==> config.mk <==
export PLATFORM = sky130hd
export DESIGN_NAME = vga_timing_flat
export DESIGN_NICKNAME = d
export VERILOG_FILES = /design/src/rtl/vga_pkg.sv /design/src/rtl/vga_timing_if.sv /design/src/rtl/vga_timing_axis.sv /design/src/rtl/vga_timing.sv /design/src/flat_wrapper.sv
export SDC_FILE = /design/constraint.sdc
export NUM_CORES = 1
export LEC_CHECK = 0
export ABC_AREA = 0
export BUFFER_PORTS_ARGS = -buffer_cell sky130_fd_sc_hd__clkbuf_2
export CORE_ASPECT_RATIO = 1.1
export CORE_MARGIN = 4
export CORE_UTILIZATION = 61
export DETAILED_ROUTE_END_ITERATION = 8
export GPL_TIMING_DRIVEN = 1
export PLACE_DENSITY = 0.94
export SLEW_MARGIN = 10
export SYNTH_ARGS = -nofsm -noshare
export SYNTH_HDL_FRONTEND = slang
export SYNTH_HIERARCHICAL = 1
export SYNTH_SLANG_ARGS = --single-unit
==> constraint.sdc <==
create_clock -name clk -period 5 [get_ports clk]
set_clock_uncertainty 0.15 [all_clocks]
set_input_delay 0.25 -clock clk [delete_from_list [all_inputs] [get_ports clk]]
set_output_delay 0.25 -clock clk [all_outputs]
set_load 0.05 [all_outputs]
==> src/rtl/vga_pkg.sv <==
// Shared timing constants for the video pipeline: 800x600 @ 60 Hz with a 40 MHz pixel clock.
package vga_pkg;

  localparam int CNT_W = 11;
  typedef logic [CNT_W-1:0] cnt_t;

  localparam int HOR_TOTAL      = 1056;
  localparam int HOR_VISIBLE    = 800;
  localparam int HOR_SYNC_START = 840;
  localparam int HOR_SYNC_STOP  = 968;

  localparam int VER_TOTAL      = 628;
  localparam int VER_VISIBLE    = 600;
  localparam int VER_SYNC_START = 601;
  localparam int VER_SYNC_STOP  = 605;

  // Half-open window test used for the sync pulses: lo <= v < hi.
  function automatic logic in_window(cnt_t v, cnt_t lo, cnt_t hi);
    return (v >= lo) && (v < hi);
  endfunction

endpackage

==> src/rtl/vga_timing_if.sv <==
// Raster timing bundle: counters plus sync/blank strobes, produced by vga_timing.
interface timing_if;
  import vga_pkg::*;

  cnt_t hcount;
  cnt_t vcount;
  logic hsync;
  logic vsync;
  logic hblnk;
  logic vblnk;

  modport out_vga_timing (output hcount, vcount, hsync, vsync, hblnk, vblnk);
  modport in_vga_timing  (input  hcount, vcount, hsync, vsync, hblnk, vblnk);

endinterface

==> src/rtl/vga_timing_axis.sv <==
// One raster axis: wrapping counter with sync and blank strobes decoded from the next count.
module timing_axis
  import vga_pkg::*;
#(
  parameter int TOTAL      = HOR_TOTAL,
  parameter int VISIBLE    = HOR_VISIBLE,
  parameter int SYNC_START = HOR_SYNC_START,
  parameter int SYNC_STOP  = HOR_SYNC_STOP
) (
  input  logic clk,
  input  logic rst_n,
  input  logic en,
  output cnt_t cnt,
  output logic wrap,
  output logic sync,
  output logic blnk
);

  localparam cnt_t LAST    = cnt_t'(TOTAL - 1);
  localparam cnt_t VIS     = cnt_t'(VISIBLE);
  localparam cnt_t SYNC_LO = cnt_t'(SYNC_START);
  localparam cnt_t SYNC_HI = cnt_t'(SYNC_STOP);

  cnt_t cnt_q, cnt_d;
  logic sync_q, sync_d;
  logic blnk_q, blnk_d;

  // Terminal count; the vertical axis uses this as its advance qualifier.
  assign wrap = (cnt_q == LAST);

  always_comb begin
    // NOTE: every output gets a hold value first so no path through this block infers a latch.
    cnt_d  = cnt_q;
    sync_d = sync_q;
    blnk_d = blnk_q;
    if (en) begin
      cnt_d  = wrap ? '0 : cnt_q + cnt_t'(1);
      // Decode from the next count so the registered strobes line up with the registered count.
      sync_d = in_window(cnt_d, SYNC_LO, SYNC_HI);
      blnk_d = (cnt_d >= VIS);
    end
  end

  // NOTE: sequential state uses non-blocking assignments and resets asynchronously to the visible origin.
  always_ff @(posedge clk or negedge rst_n) begin
    if (!rst_n) begin
      cnt_q  <= '0;
      sync_q <= 1'b0;
      blnk_q <= 1'b0;
    end else begin
      cnt_q  <= cnt_d;
      sync_q <= sync_d;
      blnk_q <= blnk_d;
    end
  end

  assign cnt  = cnt_q;
  assign sync = sync_q;
  assign blnk = blnk_q;

endmodule

==> src/rtl/vga_timing.sv <==
// 800x600 @ 60 Hz raster timing generator, first stage of the video pipeline.
// Optional frame_tick output is built when VGA_TIMING_FRAME_TICK_EN is defined.
module vga_timing
  import vga_pkg::*;
#(
  parameter int H_TOTAL      = HOR_TOTAL,
  parameter int H_VISIBLE    = HOR_VISIBLE,
  parameter int H_SYNC_START = HOR_SYNC_START,
  parameter int H_SYNC_STOP  = HOR_SYNC_STOP,
  parameter int V_TOTAL      = VER_TOTAL,
  parameter int V_VISIBLE    = VER_VISIBLE,
  parameter int V_SYNC_START = VER_SYNC_START,
  parameter int V_SYNC_STOP  = VER_SYNC_STOP
) (
  input  logic              clk,
  input  logic              rst_n,
  input  logic              pix_en,
  timing_if.out_vga_timing  tim
`ifdef VGA_TIMING_FRAME_TICK_EN
  , output logic            frame_tick
`endif
);

  cnt_t h_cnt, v_cnt;
  logic h_wrap, v_wrap;
  logic h_sync, v_sync;
  logic h_blnk, v_blnk;
  logic v_en;

  timing_axis #(
    .TOTAL      (H_TOTAL),
    .VISIBLE    (H_VISIBLE),
    .SYNC_START (H_SYNC_START),
    .SYNC_STOP  (H_SYNC_STOP)
  ) u_h_axis (
    .clk   (clk),
    .rst_n (rst_n),
    .en    (pix_en),
    .cnt   (h_cnt),
    .wrap  (h_wrap),
    .sync  (h_sync),
    .blnk  (h_blnk)
  );

  // The line counter steps on the same edge that wraps the pixel counter.
  assign v_en = pix_en & h_wrap;

  timing_axis #(
    .TOTAL      (V_TOTAL),
    .VISIBLE    (V_VISIBLE),
    .SYNC_START (V_SYNC_START),
    .SYNC_STOP  (V_SYNC_STOP)
  ) u_v_axis (
    .clk   (clk),
    .rst_n (rst_n),
    .en    (v_en),
    .cnt   (v_cnt),
    .wrap  (v_wrap),
    .sync  (v_sync),
    .blnk  (v_blnk)
  );

  assign tim.hcount = h_cnt;
  assign tim.vcount = v_cnt;
  assign tim.hsync  = h_sync;
  assign tim.vsync  = v_sync;
  assign tim.hblnk  = h_blnk;
  assign tim.vblnk  = v_blnk;

`ifdef VGA_TIMING_FRAME_TICK_EN
  logic frame_tick_q, frame_tick_d;

  // High on the edge that returns the raster to 0,0; never in the reset state itself.
  always_comb begin
    frame_tick_d = pix_en & h_wrap & v_wrap;
  end

  always_ff @(posedge clk or negedge rst_n) begin
    if (!rst_n) frame_tick_q <= 1'b0;
    else        frame_tick_q <= frame_tick_d;
  end

  assign frame_tick = frame_tick_q;
`else
  logic unused_v_wrap;
  assign unused_v_wrap = v_wrap;
`endif

endmodule

==> src/flat_wrapper.sv <==
// flat-port wrapper written by rule: the top's interface ports become plain ports
module vga_timing_flat import vga_pkg::*;
#(
  parameter int H_TOTAL      = HOR_TOTAL,
  parameter int H_VISIBLE    = HOR_VISIBLE,
  parameter int H_SYNC_START = HOR_SYNC_START,
  parameter int H_SYNC_STOP  = HOR_SYNC_STOP,
  parameter int V_TOTAL      = VER_TOTAL,
  parameter int V_VISIBLE    = VER_VISIBLE,
  parameter int V_SYNC_START = VER_SYNC_START,
  parameter int V_SYNC_STOP  = VER_SYNC_STOP
)
  (clk, rst_n, pix_en, tim_hcount, tim_vcount, tim_hsync, tim_vsync, tim_hblnk, tim_vblnk);
  timing_if tim_i ();
  input  logic clk;
  input  logic rst_n;
  input  logic pix_en;
  output wire logic [$bits(tim_i.hcount)-1:0] tim_hcount;
  output wire logic [$bits(tim_i.vcount)-1:0] tim_vcount;
  output wire logic [$bits(tim_i.hsync)-1:0] tim_hsync;
  output wire logic [$bits(tim_i.vsync)-1:0] tim_vsync;
  output wire logic [$bits(tim_i.hblnk)-1:0] tim_hblnk;
  output wire logic [$bits(tim_i.vblnk)-1:0] tim_vblnk;
  assign tim_hcount = tim_i.hcount;
  assign tim_vcount = tim_i.vcount;
  assign tim_hsync = tim_i.hsync;
  assign tim_vsync = tim_i.vsync;
  assign tim_hblnk = tim_i.hblnk;
  assign tim_vblnk = tim_i.vblnk;
  vga_timing #(.H_TOTAL(H_TOTAL), .H_VISIBLE(H_VISIBLE), .H_SYNC_START(H_SYNC_START), .H_SYNC_STOP(H_SYNC_STOP), .V_TOTAL(V_TOTAL), .V_VISIBLE(V_VISIBLE), .V_SYNC_START(V_SYNC_START), .V_SYNC_STOP(V_SYNC_STOP)) u_core (.clk(clk), .rst_n(rst_n), .pix_en(pix_en), .tim(tim_i));
endmodule
==> metrics.md <==
| Metric | Value |
|---|---|
| Clk slew on worst S/H paths | approximately 0.13 ns |
| Largest family of logic cells by synthesized area | simple AND/OR/NAND/NOR gates |
| CP Data Arrival Time | 2.88 ns |
| Commonest non-fill, non-tap cell in the layout | clkbuf_2 |
| Area delta synth->final | 1.90% |
| Worst Hold Class | in -> reg |
| CP Capture Type | flop |
| Final setup vio count | 0 |
| WP depth | 8 |
| Placed cell count | 260 |
| Crit-path cells | ha_1 > and2_1 > nand2_1 > inv_1 > and2_1 > and3_4 > o221ai_1 > o32ai_1 |
| Power per cell area | 477 mW/mm^2 |
| Unrepaired setup endpoints after global routing | no |
| Final Hold Violating Endpoints | 0 |
| Setup WS post-layout | approximately 2.2 ns |
| Peak supply drop | 0.429 mV |
| Proportion of synthesized area in mux cells | around 2.8% |
| Max Cap Violations | 0 |
| Post-synth EDFFs | 0 |
| Clock tree sinks | 26 |
| Top cell by count, worst path | and2_1 |
| H-tree levels | 1 |
| Synth top area share | about a third |
| Register area share after synthesis | 32.9% |
| Final Instance Area | 0.00201 sq mm |
| Antenna-violating nets left | 0 |
| Hold path depth | 2 |
| Overall Power | 0.961 mW |
| Syn Nets | approximately 220 |
| Worst-Margin Slew | 0.645 ns |
| Routed vias/inst | about 6.3 |
| CTS Buffer Depth | 2 |
| Syn avg cell area | 9.10 sq um |
| DIE AREA | 0.00421 sq mm |
| Cts bufs inserted | 3 |
| DR vias | approximately 1700 |
| Main area contributors after synthesis | dfrtp_1 (33%), nand2_1 (4.9%), buf_6 (4.6%) |
| Die X | 62.3 um |
| Reg2reg path depth | 8 |
| Mapped Cells | 217 |
| Final hold slack | 0.218 ns |
| IO Count | 29 |
| Worst skew pair latency | about 0.31 ns |
| Pin count of the biggest net entering global routing | 27 |
| Fmax | 355 MHz |
| Setup TNS | 0 ns |
| DRT Pass-1 Iters | 4 |
| Total track usage | between 20 and 25% |
| Post-synthesis cell area | 0.00198 sq mm |
| Critical Path RT | 5.06 ns |
| Complex-gate fraction of the synthesized area | 20.1% |
| Flops & latches, synth | 26 |
| Critical Path Max Stage Delay | between 0.5 and 0.6 ns |
| Cell Rows | 21 |
| Final core utilization | 65.5% |
| CTS tree | done |
| Core area | 0.00307 sq mm |
| Starting Density | around 64% |
| Initial antenna violation count | 0 |
| Asr flop ratio synth | 100% |
| Biggest area consumer among synthesized cells | dfrtp_1 |
| Slew Viols, Final | 0 |
| Fin crit share | 56.3% |
| WL/cell | 16.5 um |
| Gr ovfl total | 0 |
| Non-Filler Instances | between 200 and 300 |
| Area fraction in and, or, nand and nor cells after synthesis | roughly 28% |
| Highest-count cells in the layout ignoring fill and taps | clkbuf_2 (28), nand2_1 (26), dfrtp_1 (26) |
| # diodes | 0 |
| DRC | 0 |
| Rel. slew slack | 57.0% |
| Fillers | 263 |
| Setup WS pre-CTS | 2.23 ns |
| Root Driver | clkbuf_4 |
| Tmin final | 2.82 ns |
| Nets@finish | about 240 |
| Status | complete, no violations |
| I/O Buffers | 28 |
| CP top delay family | simple AND/OR/NAND/NOR gates |
| XOR/XNOR Fraction of Synth Area | under 10% |
| CP startpoint kind | flop |
| RePlAce Congestion | between 0.9 and 1 |
| Die height | 67.7 um |
| Vias in the first global route | 1643 |
| Iteration-0 DRC Markers | 180 |
| Lkg Pwr | 0.851 nW |
| Layout cells sized above 1 | around 24% |
| Area of placed instances | around 0.0020 sq mm |
| Final Routed Wirelength | between 4 and 5 mm |
| Synth Warn # | 6 |
| WP buf/inv | 1 |
| Slowest-stage cell, CP | and2_1 |
| WS Path Type | reg -> reg |
| Dpl hpwl | 3.18 mm |
| Post-Synth Adder-Cell Area | 1.90% |
| First-pass GRT wire length | 7.60 mm |
| Worst Path Max Fanout | 19 |
| Synth unique cells | 61 |
| Most used DFF post-synth | dfrtp_1 |
[where the power goes]
group / switching, mW / internal [mW] / leakage [nW]
logic: 0.362 / 0.157 / 0.508
clock network: 0.0564 / 0.0281 / 0.0138
registers: 0.0962 / 0.261 / 0.329
total: 0.514 / 0.446 / 0.851
[worst paths after layout]
kind,start,end,slack (ns)
min,pix_en,u_core/u_h_axis/cnt[10],0.22
max,u_core/u_h_axis/cnt[0],u_core/u_v_axis/sync,2.18
max in group asynchronous,rst_n,u_core/u_v_axis/sync,3.94
max reg2reg,u_core/u_h_axis/cnt[0],u_core/u_v_axis/sync,2.18
min in group asynchronous,rst_n,u_core/u_v_axis/cnt[8],0.33
min reg2reg,u_core/u_h_axis/sync,u_core/u_h_axis/sync,0.37
[state kept, by name, indices dropped and copies added, names as in the netlist]
signal and flops:
u_core/u_v_axis/cnt 11, u_core/u_v_axis/sync 1, u_core/u_h_axis/blnk 1, u_core/u_h_axis/sync 1, u_core/u_v_axis/blnk 1, u_core/u_h_axis/cnt 11
[repair_timing]
| action | in CTS | in global routing |
|---|---|---|
| resized for setup | 0 | 0 |
| hold buffers | 1 | 0 |
| setup buffers | 0 | 0 |
| endpoints found under the hold margin | 26 | 0 |
[final cells by class]
| class | count | area [sq um] | area share (%) |
|---|---|---|---|
| Multi-Input combinational cell | 165 | 1120 | 55.7 |
| Sequential cell | 26 | 651 | 32.3 |
| Tap cell | 34 | 42.5 | 2.11 |
| Timing Repair Buffer | 29 | 150 | 7.46 |
| Clock buffer | 3 | 22.5 | 1.12 |
| Inverter | 7 | 26.3 | 1.31 |
[kinds of logic (layout without fill, tap and decap cells)]
logic type / Yosys count / count (layout)
buffers and inverters: 26 / 39
muxes: 5 / 5
xor gates and xnor gates: 8 / 8
and+or+nand+nor: 93 / 93
adders and majority gates: 3 / 3
AOI/OAI and AO/OA: 56 / 56
DFF: 26 / 26
[Yosys cell counts, types with 3 or more instances]
cell / number
nor2_1: 10
o31ai_1: 8
buf_6: 8
nor3_1: 5
nand4_1: 4
and2_1: 6
xnor2_1: 8
nand2_1: 26
clkbuf_1: 3
and3_4: 4
mux2i_1: 3
a21oi_1: 6
ha_1: 3
inv_1: 7
nand3_1: 11
o21ai_0: 17
a31oi_1: 5
dfrtp_1: 26
[metal layers]
layer	vias up	share of wire, %	GRT usage [%]
met5	-	0	0
met2	60	51	40.5
met3	2	5.2	2.16
met4	0	0.55	6.37
met1	791	44	28.0
li1	822	-	-
Note: power is estimated with default switching activity, not from simulation.
